[config.mk]
export PLATFORM = sky130hd
export DESIGN_NAME = muldiv_unit
export DESIGN_NICKNAME = d
export VERILOG_FILES = /design/src/rtl/muldiv_unit.sv
export SDC_FILE = /design/constraint.sdc
export NUM_CORES = 1
export LEC_CHECK = 0
export ABC_CLOCK_PERIOD_IN_PS = 7500
export CORE_ASPECT_RATIO = 2
export CORE_MARGIN = 2
export CORE_UTILIZATION = 43
export CTS_CLUSTER_SIZE = 25
export DETAILED_ROUTE_END_ITERATION = 16
export MAX_ROUTING_LAYER = met4
export PLACE_DENSITY = 0.65
export REMOVE_ABC_BUFFERS = 1
export SLEW_MARGIN = 10
export SYNTH_ARGS = -nofsm -noshare
export SYNTH_HDL_FRONTEND = slang
export SYNTH_SLANG_ARGS = --single-unit
[constraint.sdc]
create_clock -name clk -period 7.5 [get_ports clk]
set_input_delay 1.5 -clock clk [delete_from_list [all_inputs] [get_ports clk]]
set_output_delay 1.5 -clock clk [all_outputs]
set_load 0.03 [all_outputs]
[src/rtl/muldiv_unit.sv]
// muldiv_unit: iterative radix-2 HI/LO multiply/divide unit with MTHI/MTLO writes.
// Define MULDIV_DIV_EN to include the restoring divider; otherwise DIV/DIVU complete as no-ops.
module muldiv_unit #(
  parameter int WIDTH = 32
) (
  input  logic             clk,
  input  logic             rst,
  input  logic             start,
  input  logic [1:0]       op,
  input  logic [WIDTH-1:0] a,
  input  logic [WIDTH-1:0] b,
  input  logic             flush,
  input  logic             hi_we,
  input  logic             lo_we,
  input  logic [WIDTH-1:0] wdata,
  output logic             busy,
  output logic             done,
  output logic [WIDTH-1:0] hi,
  output logic [WIDTH-1:0] lo
);
  localparam int CW = $clog2(WIDTH);
  localparam logic [1:0] IDLE = 2'd0, CALC = 2'd1, FIN = 2'd2;
  localparam logic [CW-1:0] LAST = CW'(WIDTH - 1);
  logic [1:0] state_q, state_d;
  logic [CW-1:0] cnt_q, cnt_d;
  logic [2*WIDTH-1:0] acc_q, acc_d, mul_next, prod;
  logic [WIDTH-1:0] opb_q, opb_d, hi_q, hi_d, lo_q, lo_d, ma, mb;
  logic [WIDTH:0] mul_sum;
  logic neg_q, neg_d, done_q, done_d, abort, accept;
`ifdef MULDIV_DIV_EN
  logic div_q, div_d, rneg_q, rneg_d;
  logic [WIDTH:0] div_sh, div_diff;
  logic [2*WIDTH-1:0] div_next;
  logic [WIDTH-1:0] quo, rem;
`endif
  assign ma = (!op[0] && a[WIDTH-1]) ? -a : a;
  assign mb = (!op[0] && b[WIDTH-1]) ? -b : b;
  assign abort = flush | hi_we | lo_we;
  assign accept = (state_q == IDLE) && start && !abort;
  // acc holds {partial product, remaining multiplier bits}; shifts right each step
  assign mul_sum = {1'b0, acc_q[2*WIDTH-1:WIDTH]} + (acc_q[0] ? {1'b0, opb_q} : '0);
  assign mul_next = {mul_sum, acc_q[WIDTH-1:1]};
  assign prod = neg_q ? -acc_q : acc_q;
`ifdef MULDIV_DIV_EN
  // acc holds {remainder, dividend bits shifting out / quotient bits shifting in}
  assign div_sh = acc_q[2*WIDTH-1:WIDTH-1];
  assign div_diff = div_sh - {1'b0, opb_q};
  assign div_next = div_diff[WIDTH] ? {div_sh[WIDTH-1:0], acc_q[WIDTH-2:0], 1'b0}
                                    : {div_diff[WIDTH-1:0], acc_q[WIDTH-2:0], 1'b1};
  assign quo = neg_q ? -acc_q[WIDTH-1:0] : acc_q[WIDTH-1:0];
  assign rem = rneg_q ? -acc_q[2*WIDTH-1:WIDTH] : acc_q[2*WIDTH-1:WIDTH];
`endif
  always_comb begin
    state_d = state_q;
    cnt_d = cnt_q;
    acc_d = acc_q;
    opb_d = opb_q;
    neg_d = neg_q;
    hi_d = hi_we ? wdata : hi_q;
    lo_d = lo_we ? wdata : lo_q;
    done_d = 1'b0;
`ifdef MULDIV_DIV_EN
    div_d = div_q;
    rneg_d = rneg_q;
`endif
    if (abort) begin
      state_d = IDLE;
    end else if (accept) begin
      cnt_d = '0;
`ifdef MULDIV_DIV_EN
      state_d = CALC;
      div_d = op[1];
      acc_d = {{WIDTH{1'b0}}, op[1] ? ma : mb};
      opb_d = op[1] ? mb : ma;
      // a zero divisor yields all-ones quotient with no sign fix
      neg_d = !op[0] && (a[WIDTH-1] ^ b[WIDTH-1]) && (!op[1] || (|b));
      rneg_d = !op[0] && a[WIDTH-1];
`else
      state_d = op[1] ? IDLE : CALC;
      done_d = op[1];
      acc_d = {{WIDTH{1'b0}}, mb};
      opb_d = ma;
      neg_d = !op[0] && (a[WIDTH-1] ^ b[WIDTH-1]);
`endif
    end else if (state_q == CALC) begin
      cnt_d = cnt_q + 1'b1;
      state_d = (cnt_q == LAST) ? FIN : CALC;
`ifdef MULDIV_DIV_EN
      acc_d = div_q ? div_next : mul_next;
`else
      acc_d = mul_next;
`endif
    end else if (state_q == FIN) begin
      state_d = IDLE;
      done_d = 1'b1;
`ifdef MULDIV_DIV_EN
      hi_d = div_q ? rem : prod[2*WIDTH-1:WIDTH];
      lo_d = div_q ? quo : prod[WIDTH-1:0];
`else
      hi_d = prod[2*WIDTH-1:WIDTH];
      lo_d = prod[WIDTH-1:0];
`endif
    end
  end
  always_ff @(posedge clk or negedge rst) begin
    if (!rst) begin
      state_q <= IDLE;
      cnt_q <= '0;
      acc_q <= '0;
      opb_q <= '0;
      neg_q <= 1'b0;
      hi_q <= '0;
      lo_q <= '0;
      done_q <= 1'b0;
`ifdef MULDIV_DIV_EN
      div_q <= 1'b0;
      rneg_q <= 1'b0;
`endif
    end else begin
      state_q <= state_d;
      cnt_q <= cnt_d;
      acc_q <= acc_d;
      opb_q <= opb_d;
      neg_q <= neg_d;
      hi_q <= hi_d;
      lo_q <= lo_d;
      done_q <= done_d;
`ifdef MULDIV_DIV_EN
      div_q <= div_d;
      rneg_q <= rneg_d;
`endif
    end
  end
  assign busy = state_q != IDLE;
  assign done = done_q;
  assign hi = hi_q;
  assign lo = lo_q;
endmodule

======== Yosys cells after proc, flatten, opt, wreduce, memory -nomap -nowiden ========
Cells that the tools add are included.
cells by class
  add/sub/neg operators ................... 5
  equal/unequal tests ..................... 3
  mux-type cells .......................... 28
  bitwise logic cells ..................... 4
  reduce and logical (&&, ||, !) cells .... 13
operators with widths
  operator                                        number
  two-way mux 32 bit                              13
  two-way mux 64 bit                              3
  negation 32 bit                                 2
  negation 64 bit                                 1
  adder 32 x 32 -> 33 bit                         1
  two-way mux 2 bit                               5
  two-way mux 5 bit                               2
  adder 5 x 1 -> 5 bit (second input constant)    1
  == test 5 bit (second input constant)           1
  logical AND 1 bit                               5
  two-way mux 1 bit                               5
  AND reduction 2 bit                             2
  nonzero test 2 bit                              2
  nonzero test 4 bit                              1
  == test 2 x 1 -> 1 bit (second input constant)  1
  == test 2 bit (second input constant)           1
  zero test 1 bit                                 2
  zero test 2 bit                                 1
  bitwise OR 1 bit                                2
  inverter 1 bit                                  1
  bitwise XOR 1 bit                               1
storage, ports and cells
  register bits ........................... 169
  bits of input ports ..................... 104
  output and inout port bits .............. 66
  word-level logic and storage cells ...... 61

======== Longest topological paths before layout ========
Gate-level depths: netlist (run 1).
  word-level depth ........................ 6
  gate-level depth with buffers ........... 13

======== Worst setup path after synthesis (run 1) ========
Ideal clock, no wire load.
  kind .................................... input-to-reg
  start ................................... input b[7]
  end ..................................... register acc_q[28]
  setup time .............................. 0.135 ns
  arrival time ............................ 3.739 ns
  setup slack ............................. 3.626 ns
  stages on the path ...................... 8
  cells stage by stage .................... or4_1 > or3_1 > or2_2 > clkbuf_1 > nor4b_1 > a31oi_1 > xnor2_1 > o21ai_0
between the ends
  longest elaborated chain between the ends .. 3
RTL lines
  element                 line  source
  start: declaration      11    input logic [WIDTH-1:0] b,
  negation 32 bit         37    assign mb = (!op[0] && b[WIDTH-1]) ? -b : b;
  two-way mux 32 bit      37
  two-way mux 64 bit      68    end else if (accept) begin
  end signal: assignment  109   acc_q <= '0;
  end signal: assignment  122   acc_q <= acc_d;
  end: declaration        26    logic [2*WIDTH-1:0] acc_q, acc_d, mul_next, prod;
Every way passes these cells.
A chain may end at the register's enable or synchronous reset.

======== Worst setup path after layout (run 1) ========
  start ................................... input a[2]
  end ..................................... register opb_q[27]
between the ends
  longest elaborated chain between the ends .. 2
RTL lines
  element                 line  source
  start: declaration      10    input logic [WIDTH-1:0] a,
  negation 32 bit         36    assign ma = (!op[0] && a[WIDTH-1]) ? -a : a;
  two-way mux 32 bit      36
  end signal: assignment  123   opb_q <= opb_d;
  end: declaration        27    logic [WIDTH-1:0] opb_q, opb_d, hi_q, hi_d, lo_q, lo_d, ma, mb;
Every way passes these cells.

==> impl_metrics.env, run 1 <==
export IMPL_slew_viol_final=0
export IMPL_grt_pass1_wl_um=51400
export IMPL_r2r_cells=12
export IMPL_fmax_mhz=224
export IMPL_synth_cell_type_count=57
export IMPL_critPathKind="input pin to register"
export IMPL_finalSetupViolCount=0
export IMPL_powerDensity_nw_per_um2=207
export IMPL_r2r_end="acc_q[59]"
export IMPL_die_area_um2=27800
export IMPL_drc=0
export IMPL_clk_pin_slew_ns=0.07
export IMPL_hold_class="register to register"
export IMPL_cts_root_buffer="clkbuf_16"
export IMPL_fp_row_count=84
export IMPL_max_slew_margin=0.308
export IMPL_cts_hold_buf=0
export IMPL_globalplace_congestion=0.904
export IMPL_multi_input_area_um2=6760
export IMPL_crit_path_max_fanout=5
export IMPL_worst_slew_pin_slew_ns=1.04
export IMPL_yosys_warnings=0
export IMPL_ctsResizeCount=0
export IMPL_rsz0062_at_grt="false"
export IMPL_reg2reg_setup_slack_ns=3.34
export IMPL_grt_pass1_vias=10150
export IMPL_crit_chain="clkdlybuf4s50_1 -> nor4_1 -> nand3_1 -> nor4_1 -> nor3b_1 -> nand3_1 -> o41ai_1 -> xor2_1 -> o21ai_0"
export IMPL_initial_core_util=0.434
export IMPL_coreArea_um2=26200
export IMPL_dpl_cell_count=1768
export IMPL_cts_setup_buffers=0
export IMPL_syn_inst=1314
export IMPL_cts_made_buffers=17
export IMPL_syn_area_per_cell_um2=8.63
export IMPL_drtIter0Drc=607
export IMPL_io_buffers=169
export IMPL_critPathCaptureType="register"
export IMPL_maxCapViolCount=0
export IMPL_async_reset_ff_frac=1.00
export IMPL_hold_depth=2
export IMPL_antenna_found_initial=1
export IMPL_fin_crit_sh=0.596
export IMPL_die_h_um=234
export IMPL_p_leak_uw=0.00583
export IMPL_netlist_area_um2=11300
export IMPL_nFillCells=2397
export IMPL_nets=1588
export IMPL_ir_worst_vdd_uv=176
export IMPL_grt_max_degree=90
export IMPL_area_growth_pct=23.0
export IMPL_fin_worst_skew_ns=0.00820
export IMPL_tritoncts="built"
export IMPL_instances_no_fill=1801
export IMPL_cts_buffer_depth=2
export IMPL_fin_crit_ns=4.47
export IMPL_dr_pass1_iters=5
export IMPL_die_x_um=119
export IMPL_hold_start="opb_q[22]"
export IMPL_seqCellArea_um2=4230
export IMPL_hold_violations=0
export IMPL_wl_um=32100
export IMPL_ios=170
export IMPL_fin_setup_tns_ns=0
export IMPL_arrival_ns=4.77
export IMPL_synth_seq_cells=169
export IMPL_layout_drive_gt1_share=0.0501
export IMPL_min_to="opb_q[22]"
export IMPL_cts_sinks=169
export IMPL_hold_worst_slack_ns=0.469
export IMPL_antenna_left=0
export IMPL_critPathMaxStageDelay_ns=0.65
export IMPL_synthFlopType="dfrtp_1"
export IMPL_synth_seq_area_share=0.373
export IMPL_dp_hpwl_um=24400
export IMPL_insertion_delay_ns=0.45
export IMPL_crit_slowest_cell="nor3b_1"
export IMPL_cp_start_kind="input pin"
export IMPL_crit_required_ns=7.80
export IMPL_vias=10034
export IMPL_grt_usage=0.241
export IMPL_utilization=0.533
export IMPL_vias_per_cell=5.57
export IMPL_timing_rr_start="acc_q[0]"
export IMPL_grt_overflow=0
export IMPL_htree_levels=4
export IMPL_wl_per_cell_um=17.8
export IMPL_synth_edf_count=0
export IMPL_status="finished, final reports clean"
how the worst max path moves through the flow:
stage | from | to | slack [ns] | cells past startpoint
final | a[2] | opb_q[27] | 3.03 | 9
after floorplan | hi_we | hi[0] | -1.14 | 3
after global placement | a[4] | opb_q[27] | 2.53 | 9
after detailed placement | a[2] | opb_q[27] | 2.46 | 9
after CTS | a[2] | opb_q[27] | 2.93 | 9
after global routing | a[2] | opb_q[27] | 2.63 | 9
through the flow:
step                      total power (µW)  setup slack (ns)  instance area [µm²]
after floorplan                       1650             -1.14                11100
after global placement                1960              2.53                13300
after detailed placement              1970              2.46                13300
after CTS                             2910              2.93                13900
after global routing                  3040              2.63                14000
final                                 2890              3.03                14000
flip-flops by register name, indices dropped and copies added, names as in the netlist:
name	cells
acc_q	64
hi	32
lo	32
opb_q	32
cnt_q	5
state_q	2
done	1
neg_q	1
final cells by class:
type,count,area share
clock inverters,10,0.0101
flip-flops and latches,169,0.303
inverters,28,0.00753
repair buffers,185,0.129
clock buffers,22,0.0347
well taps,344,0.0308
diodes,1,0.000179
multi-input cells,1042,0.484
cell families after synthesis:
logic type	count (synthesis)	synth area share
xor gates and xnor gates	147	0.113
and+or+nand+nor	405	0.179
buffers and inverters	103	0.0341
muxes	44	0.0388
DFF	169	0.373
adders and majority gates	41	0.0459
AOI/OAI and AO/OA	405	0.216
cell usage after synthesis, types with 4 or more instances:
cell type / number / share of area
dfrtp_1: 169 / 0.37
nand2_1: 159 / 0.053
o21ai_0: 156 / 0.069
a21oi_1: 92 / 0.041
xnor2_1: 89 / 0.069
clkbuf_1: 72 / 0.024
xor2_1: 58 / 0.045
nor2_1: 51 / 0.017
mux2i_1: 44 / 0.039
ha_1: 40 / 0.044
and2_1: 34 / 0.019
nor2b_1: 31 / 0.017
o31ai_1: 29 / 0.019
inv_1: 28 / 0.0093
a211oi_1: 25 / 0.017
nand3_1: 22 / 0.0097
nor3_1: 20 / 0.0088
a22oi_1: 19 / 0.013
a21o_1: 16 / 0.011
nor4_1: 14 / 0.0077
o22ai_1: 14 / 0.0077
or3_1: 12 / 0.0066
o41ai_1: 11 / 0.0085
or2_2: 10 / 0.0055
nand2b_1: 9 / 0.0050
nand4_1: 9 / 0.0050
and3_1: 8 / 0.0044
a22o_1: 7 / 0.0054
or4_1: 7 / 0.0046
a31oi_1: 6 / 0.0033
o21a_1: 5 / 0.0033
o211ai_1: 4 / 0.0026
o21bai_1: 4 / 0.0026
critical path, delay by kind of cell:
family	cells	cell delay, ns
xor+xnor	1	0.17
buf+inv	1	0.49
compound gates	2	0.45
simple gates	5	2.16
layer usage:
layer	part of all wire	vias up	global-route usage	wire length (µm)
met2	0.56	243	0.451	18100
met4	0.037	0	0.114	1190
li1	-	4948	-	-
met3	0.029	69	0.0300	934
met5	0	-	-	0
met1	0.37	4774	0.247	11900
cells in the final DEF (no fill, tap or decap), drive strengths merged, types with 40 or more instances in the layout:
| cell type | synthesis | final |
|---|---|---|
| xor2 | 58 | 58 |
| nand2 | 159 | 159 |
| ha | 40 | 40 |
| clkdlybuf4s50 | 0 | 166 |
| dfrtp | 169 | 169 |
| xnor2 | 89 | 89 |
| o21ai | 158 | 158 |
| nor2 | 51 | 51 |
| mux2i | 44 | 44 |
| a21oi | 92 | 92 |
power by group:
part / leakage, µW / internal [µW] / total (µW) / switching, µW
sequential: 0.00212 / 1030 / 1160 / 127
clock: 0.000302 / 559 / 938 / 379
combinational: 0.00341 / 366 / 795 / 429
total: 0.00583 / 1950 / 2890 / 935
Power figures use the tool's default switching activity.
==> run 2, diff against run 1 <==
Settings changed: ABC_CLOCK_PERIOD_IN_PS 7500 to 3900, PLACE_DENSITY 0.65 to 0.67.
Clock period 7.5 ns to 3.9 ns, I/O delays scaled along.
==> run 2 against run 1 <==
Net effect: critical path depth did not move; combinational power is 99% higher; clock skew increased by 0.0071 ns; via count rose by 1.8%; sequential share of layout area decreased by 0.36 points; global-route usage grew 0.60 points; critical path type is now register to register.
==> impl_metrics.env, run 2 (synthesized netlist as in run 1, its figures left out) <==
export IMPL_status="finished, final reports clean"
export IMPL_clk_pin_slew_ns=0.07
export IMPL_cts_root_buffer="clkbuf_16"
export IMPL_layout_common_cells="169 x dfrtp_1, 166 x clkdlybuf4s50_1, 159 x nand2_1"
export IMPL_ctsResizeCount=0
export IMPL_antenna_left=0
export IMPL_power_uw=5420
export IMPL_io_buffers=169
export IMPL_globalplace_congestion=0.913
export IMPL_rsz0062_at_grt="false"
export IMPL_finalSetupViolCount=0
export IMPL_cts_hold_buf=0
export IMPL_nets=1614
export IMPL_final_common_cell="dfrtp_1"
export IMPL_antenna_found_initial=4
export IMPL_maxCapViolCount=0
export IMPL_ir_worst_vdd_uv=310
export IMPL_layout_drive_gt1_share=0.0655
export IMPL_grt_pass1_wl_um=52400
export IMPL_hold_violations=0
export IMPL_p_leak_uw=0.00593
export IMPL_fin_crit_sh=0.912
export IMPL_dp_hpwl_um=25600
export IMPL_grt_usage=0.247
export IMPL_vias=10214
export IMPL_wl_per_cell_um=18.1
export IMPL_fmax_mhz=281
export IMPL_insertion_delay_ns=0.45
export IMPL_wl_um=33100
export IMPL_instances_no_fill=1830
export IMPL_cts_made_buffers=17
export IMPL_crit_required_ns=4.21
export IMPL_grt_pass1_vias=10373
export IMPL_crit_path_max_fanout=5
export IMPL_cts_buffer_depth=2
export IMPL_fin_crit_ns=3.56
export IMPL_grt_overflow=0
export IMPL_tritoncts="built"
export IMPL_ios=170
export IMPL_dpl_cell_count=1794
export IMPL_cp_start_kind="register"
export IMPL_die_area_um2=27800
export IMPL_initial_core_util=0.434
export IMPL_nFillCells=2356
export IMPL_critPathCaptureType="register"
export IMPL_hold_class="input pin to asynchronous set/reset pin"
export IMPL_busiest_layer="met2"
export IMPL_grt_max_degree=84
export IMPL_area_growth_pct=24.4
export IMPL_drc=0
export IMPL_final_area_um2=14100
export IMPL_largest_reg_flops=64
export IMPL_critPathKind="register to register"
export IMPL_max_slew_margin=0.477
export IMPL_cts_setup_buffers=0
export IMPL_dr_pass1_iters=5
export IMPL_worst_slew_pin_slew_ns=0.784
export IMPL_powerDensity_nw_per_um2=384
export IMPL_fin_worst_skew_ns=0.0153
export IMPL_die_h_um=234
export IMPL_coreArea_um2=26200
export IMPL_dpl_cell_area_um2=13500
export IMPL_htree_levels=4
export IMPL_drtIter0Drc=550
export IMPL_top_register="acc_q"
export IMPL_grt_util_met1=0.236
export IMPL_arrival_ns=3.87
export IMPL_fp_row_count=84
export IMPL_cts_sinks=169
export IMPL_vias_per_cell=5.58
export IMPL_die_x_um=119
export IMPL_use_met2=0.484
export IMPL_use_met3=0.0308
export IMPL_slew_viol_final=0
-- run 2: power breakdown --
| part | switching [µW] | leakage (µW) | internal, µW | total, µW |
|---|---|---|---|---|
| clock network | 697 | 0.000277 | 943 | 1640 |
| registers | 223 | 0.00212 | 1980 | 2200 |
| logic | 863 | 0.00354 | 719 | 1580 |
| total | 1780 | 0.00593 | 3640 | 5420 |
-- run 2: path summary, 6_finish.rpt --
path,from,endpoint,slack [ns],cells after the start
worst max-delay path,acc_q[36],hi[26],0.34,9
worst min register to register,opb_q[20],opb_q[20],0.47,2
max in group asynchronous,rst,lo[24],2.68,2
min in group clk,opb_q[20],opb_q[20],0.47,2
worst max register to register,acc_q[36],hi[26],0.34,9
worst min-delay path,rst,acc_q[38],0.34,1
-- run 2: layout make-up --
type / count / area (µm²) / area share
clock inverters: 7 / 66.3 / 0.00470
diodes: 4 / 10.0 / 0.000709
multi-input cells: 1042 / 6760 / 0.479
clock buffers: 25 / 495 / 0.0351
flip-flops and latches: 169 / 4230 / 0.300
repair buffers: 211 / 2020 / 0.143
inverters: 28 / 105 / 0.00744
well taps: 344 / 430 / 0.0305
-- run 2: stage by stage --
| stage | setup TNS (ns) | setup WS [ns] | hold slack (ns) | utilization |
|---|---|---|---|---|
| after floorplan | -252.85 | -4.02 | 0.442 | - |
| final | 0 | 0.344 | 0.340 | 0.539 |
| after detailed placement | 0 | 0.182 | 0.463 | 0.518 |
| after global placement | 0 | 0.244 | 0.453 | 0.518 |
| after CTS | 0 | 0.345 | 0.374 | 0.539 |
| after global routing | 0 | 0.134 | 0.389 | 0.539 |
-- run 2: worst max-delay path, cell delays in order (launching register included) --
cell	delay (ns)
dfrtp_1	0.44
or4_1	0.58
or3_1	0.42
nor4_4	0.32
nand2_1	0.10
or4b_4	0.55
or4_4	0.48
o41ai_2	0.29
xor2_1	0.18
a21oi_1	0.08
-- run 2: per-layer routing --
| metal | wire length, µm | part of all wire |
|---|---|---|
| met5 | 0 | 0 |
| met4 | 1310 | 0.040 |
| met3 | 861 | 0.026 |
| met2 | 18800 | 0.57 |
| met1 | 12100 | 0.36 |
==> RTL change 1 (config.mk and constraints of run 2) <==
Add a define of `MULDIV_DIV_EN`.
--- a/src/rtl/muldiv_unit.sv
+++ b/src/rtl/muldiv_unit.sv
@@ -1,5 +1,7 @@
 // muldiv_unit: iterative radix-2 HI/LO multiply/divide unit with MTHI/MTLO writes.
 // Define MULDIV_DIV_EN to include the restoring divider; otherwise DIV/DIVU complete as no-ops.
+`define MULDIV_DIV_EN
+
 module muldiv_unit #(
   parameter int WIDTH = 32
 ) (
Check against the original RTL: not equivalent (a bounded check fails within 4 cycles, from zero or initial values and one cycle with rst low).
==> RTL change 1 against run 2 <==
Clock skew about the same; non-clock buffer count rose by 60; global-route usage up 3.3 points; first-iteration DRC count is 68% higher; area after synthesis is 33% higher; fmax shrank 0.82%; total power grew 30%; sequential cell count up 2; routed wire length up 50%; count of clock-buffer cells in the layout fell by 1; setup slack worse by 0.029 ns; design area up 30%; critical endpoint is now acc_q[63]; largest cell class unchanged; largest power group is now combinational logic.
==> RTL change 1: results (changes against run 2) <==
Status
  – Status: completed

Layout
  – Multi-In Gates: 1,551 (+49%)
  – Ant diodes: 0 (-4)
  – Multi-input combinational cell area: 0.0102 mm^2 (+50%)
  – Final #Nets: 2,261 (+40%)
  – Share of layout cells above drive strength 1: 0.0922 (+0.0267)
  – Seq/total area: 0.233 (-0.0667)
  – Clk tree area frac: 0.0311 (-0.00869)
  – Signal buf overhead: 0.139 (-0.00426)
  – Final cell count without fillers: 2,539 (+39%)
  – Area growth syn-to-layout: 21.6%
  – Sequential cells: 171 (+1.2%)
  – Inverters: 69 (+150%)
  – Bufs w/o clock: 271 (+28%)
  – Clock buffers: 24 (-4.0%)
  – FILL cells: 3,357 (+42%)

Drt
  – Post-Route WL: 49.7 mm (+50%)
  – First drt pass iteration count: 7 (+2)
  – First-iteration detailed-routing DRC count: 923 (+68%)
  – Via-to-Cell Ratio: 5.78 (+3.6%)

Logic synthesis
  – Syn Area/Cell: 7.95 um^2 (-8.0%)
  – Synth Area in XOR/XNOR: 0.0989 (-0.0145)
  – Sequential share of the synthesized area: 0.283 (-0.0898)
  – Post-Synth Adder-Cell Area: 0.0639 (+0.0180)
  – Most common library cells after synthesis: 233 x nor2_1, 196 x a21oi_1, 171 x dfrtp_1
  – Netlist cell types: 87 (+53%)
  – Synth area leaders: dfrtp_1 28%, mux2i_1 7.5%, a21oi_1 6.5%
  – Post-synthesis mux area share: 0.0837 (+0.0449)
  – Post-synthesis compound-gate area fraction: 0.237 (+0.0213)
  – Mapped cell area: 0.0151 mm^2 (+33%)

Placed design
  – RePlAce Congestion: 0.973 (+6.6%)
  – Worst slack at placement: 0.205 ns (+0.0230 ns)
  – Placed Area: 0.0178 mm^2 (+31%)
  – Final HPWL DP: 39.6 mm (+54%)

Power and ir drop
  – Leak: 8.05 nW (+36%)
  – VDD IR max: 0.000350 V (+13%)
  – Comb group: 3.06 mW (+94%)
  – Internal power: 4.22 mW (+16%)
  – Sequential share of power: 0.329 (-0.077)
  – P_seq: 2.33 mW (+6%)

Global route
  – Initial antenna violation count: 2 (-2)
  – Vias in the first global route: 14,400 (+39%)
  – Total GRT Usage: 0.280 (+0.0328)
  – Largest net degree at the start of global routing: 129 (+54%)
  – First-pass GRT wire length: 77.8 mm (+49%)

Timing
  – Relative slew slack: 0.431 (-0.0464)
  – Layout Skew: 0.0154 ns (+0.0000750 ns)

CTS
  – Clk_lat worst skew: 0.47 ns (+0.02 ns)
  – Clock root cell: clkbuf_16

Setup path
  – Critical-path maximum fanout: 6 (+1)
[RTL change 1: changes by cell type after synthesis, sizes merged, moves of 17 or more]
cell    delta
and2      -24
mux2i     +69
a21oi    +106
o21ai     +20
o211ai    +17
buf       +24
inv       +41
nor2     +182
ha        +34
[RTL change 1: logic make-up (layout without fill, tap and decap cells)]
group	Yosys count	count (layout)
AND/OR/NAND/NOR	597	597
AO/OA/AOI/OAI	583	583
buffers and inverters	181	372
flip-flops	171	171
XOR/XNOR	170	170
multiplexers	125	125
adder cells (fa/ha/maj)	76	76
[RTL change 1: critical path, stage by stage, from the launching register on]
cell and delay [ns]:
dfrtp_1 0.50, ha_1 0.23, inv_1 0.06, fa_1 0.38
nand2b_1 0.19, a21oi_1 0.26, o31ai_1 0.12, buf_4 0.17
o32a_1 0.39, a31oi_2 0.23, o21ai_2 0.11, a21oi_2 0.16
buf_4 0.13, nand3_1 0.07, a2111o_1 0.38, a21oi_1 0.14
[RTL change 1: per-layer routing]
| layer | wire length [um] | vias up | track usage |
|---|---|---|---|
| met2 | 26200 | 418 | 0.495 |
| li1 | - | 7172 | - |
| met1 | 19000 | 6958 | 0.301 |
| met4 | 2670 | 0 | 0.150 |
| met5 | 0 | - | - |
| met3 | 1810 | 129 | 0.0284 |
[RTL change 1: worst paths after layout]
| kind | slack (ns) | start | to | cells past startpoint |
|---|---|---|---|---|
| hold / removal | 0.32 | rst | opb_q[2] | 1 |
| setup reg to reg | 0.31 | acc_q[32] | acc_q[63] | 15 |
| setup / recovery | 0.31 | acc_q[32] | acc_q[63] | 15 |
| min in group clk | 0.48 | opb_q[8] | opb_q[8] | 2 |
| hold reg to reg | 0.48 | opb_q[8] | opb_q[8] | 2 |
| max in group asynchronous | 2.83 | rst | lo[25] | 2 |
==> RTL change 2 (settings of run 2) <==
Made on the original files. Make the reset (`rst`) synchronous in one clocked block.
--- a/src/rtl/muldiv_unit.sv
+++ b/src/rtl/muldiv_unit.sv
@@ -102,7 +102,7 @@
 `endif
     end
   end
-  always_ff @(posedge clk or negedge rst) begin
+  always_ff @(posedge clk) begin
     if (!rst) begin
       state_q <= IDLE;
       cnt_q <= '0;
Behaviour: differs if rst is asserted again (counterexample within 4 cycles, from zero or initial values and one cycle with rst low); with rst held inactive, the same outputs for 4 cycles.
==> RTL change 2 against run 2 <==
Die area is 2.4% lower; largest cell class unchanged; cell count rose by 3.9%; area after synthesis shrank 2.4%; sequential cell count stayed put; routed wire length grew 5.7%; setup slack better by 0.38 ns; fmax up 12%; core utilization about the same; design area fell by 2.8%; first-iteration DRC count grew 22%; critical path type unchanged.
Power is not compared: it rests on default switching activity, and its combinational part moved more than twofold at a synthesized area within 25%.
==> RTL change 2: results (changes against run 2) <==
Status
  – Status: completed

Timing
  – Layout Skew: 0.0114 ns (-0.00390 ns)
  – Slew @ Worst Pin: 0.992 ns (+0.208 ns)
  – Hold Slack: 0.452 ns (+0.112 ns)

Setup path
  – Crit Reg-Reg Startpoint: acc_q[0]
  – Critical Path End: acc_q[62]
  – Setup crit start kind: flip-flop
  – Reg2reg setup slack: 0.73 ns (+0.38 ns)
  – CP max stage delay: 0.47 ns (-0.11 ns)
  – Worst EP arrival: 3.48 ns (-0.39 ns)
  – R2R cell count: 11 (+2)
  – Max stage delay cell, worst path: nor3_1

Global route
  – Total GRT Usage: 0.262 (+0.0153)
  – Initial antenna violation count: 1 (-3)
  – Largest net degree at the start of global routing: 110 (+31%)
  – Vias in the first global route: 10,900 (+5.4%)

Placed design
  – Placed Area: 0.0131 mm^2 (-3.2%)
  – Final HPWL DP: 26.2 mm (+2.2%)
  – RePlAce Congestion: 0.908 (-0.54%)

Logic synthesis
  – Post-synthesis compound-gate area fraction: 0.229 (+0.0139)
  – Synth Area in XOR/XNOR: 0.112 (-0.00111)
  – Post-synthesis mux area share: 0.0570 (+0.0182)
  – Sequential share of the synthesized area: 0.306 (-0.0671)
  – Most common library cells after synthesis: 169 x dfxtp_1, 165 x nor2_1, 160 x nand2_1
  – Post-Synth Adder-Cell Area: 0.0436 (-0.00224)
  – Syn Inst Count: 1,418 (+7.9%)
  – Asr flop ratio synth: 0 (-1.00)
  – Post-synth top flop: dfxtp_1
  – Synth area leaders: dfxtp_1 31%, xnor2_1 5.7%, nor2_1 5.6%

Layout
  – Final #Nets: 1,689 (+4.6%)
  – Clk tree area frac: 0.0438 (+0.00399)
  – FILL cells: 2,421 (+2.8%)
  – Sequential cell area: 0.00338 mm^2 (-20%)
  – Multi-input combinational cell area: 0.00730 mm^2 (+7.9%)
  – Final cell count without fillers: 1,901 (+3.9%)
  – Ant diodes: 1 (-3)
  – Signal buf overhead: 0.141 (-0.00210)
  – Share of layout cells above drive strength 1: 0.0583 (-0.00712)
  – Bufs w/o clock: 198 (-6.2%)

Min path
  – HP Class: reg -> reg
  – Hold depth: 2

Drt
  – Post-Route WL: 35.0 mm (+5.7%)
  – First-iteration detailed-routing DRC count: 671 (+22%)

Die
  – Die Wd: 117 um (-1.2%)
## RTL change 2: cell types whose count changed after synthesis, moves of 12 or more
cell and change:
dfrtp_1 -169, dfxtp_1 +169, nor2_1 +114, o21ai_0 -74
a211oi_1 +30, a311oi_1 +22, nor2b_1 -22, xnor2_1 -17
xor2_1 +12
## RTL change 2: cells by family (layout without fill, tap and decap cells)
family	count (synthesis)	after routing
AOI/OAI and AO/OA	391	391
xor gates and xnor gates	142	142
adders and majority gates	38	38
buffers and inverters	107	249
DFF	169	169
muxes	62	62
other	0	1
and+or+nand+nor	509	509
## RTL change 2: stage by stage
stage                     worst slack, ns  TNS (ns)   util
final                               0.728         0  0.539
after global routing                0.579         0  0.539
after CTS                           0.790         0  0.539
after detailed placement            0.465         0  0.515
after global placement              0.509         0  0.515
after floorplan                     -2.29    -67.32      -
## RTL change 2: per-layer routing
metal	global-route usage	part of all wire	wire length [um]
met1	0.295	0.41	14300
met5	-	0	0
met3	0.0492	0.056	1970
met4	0.102	0.034	1180
met2	0.459	0.50	17500
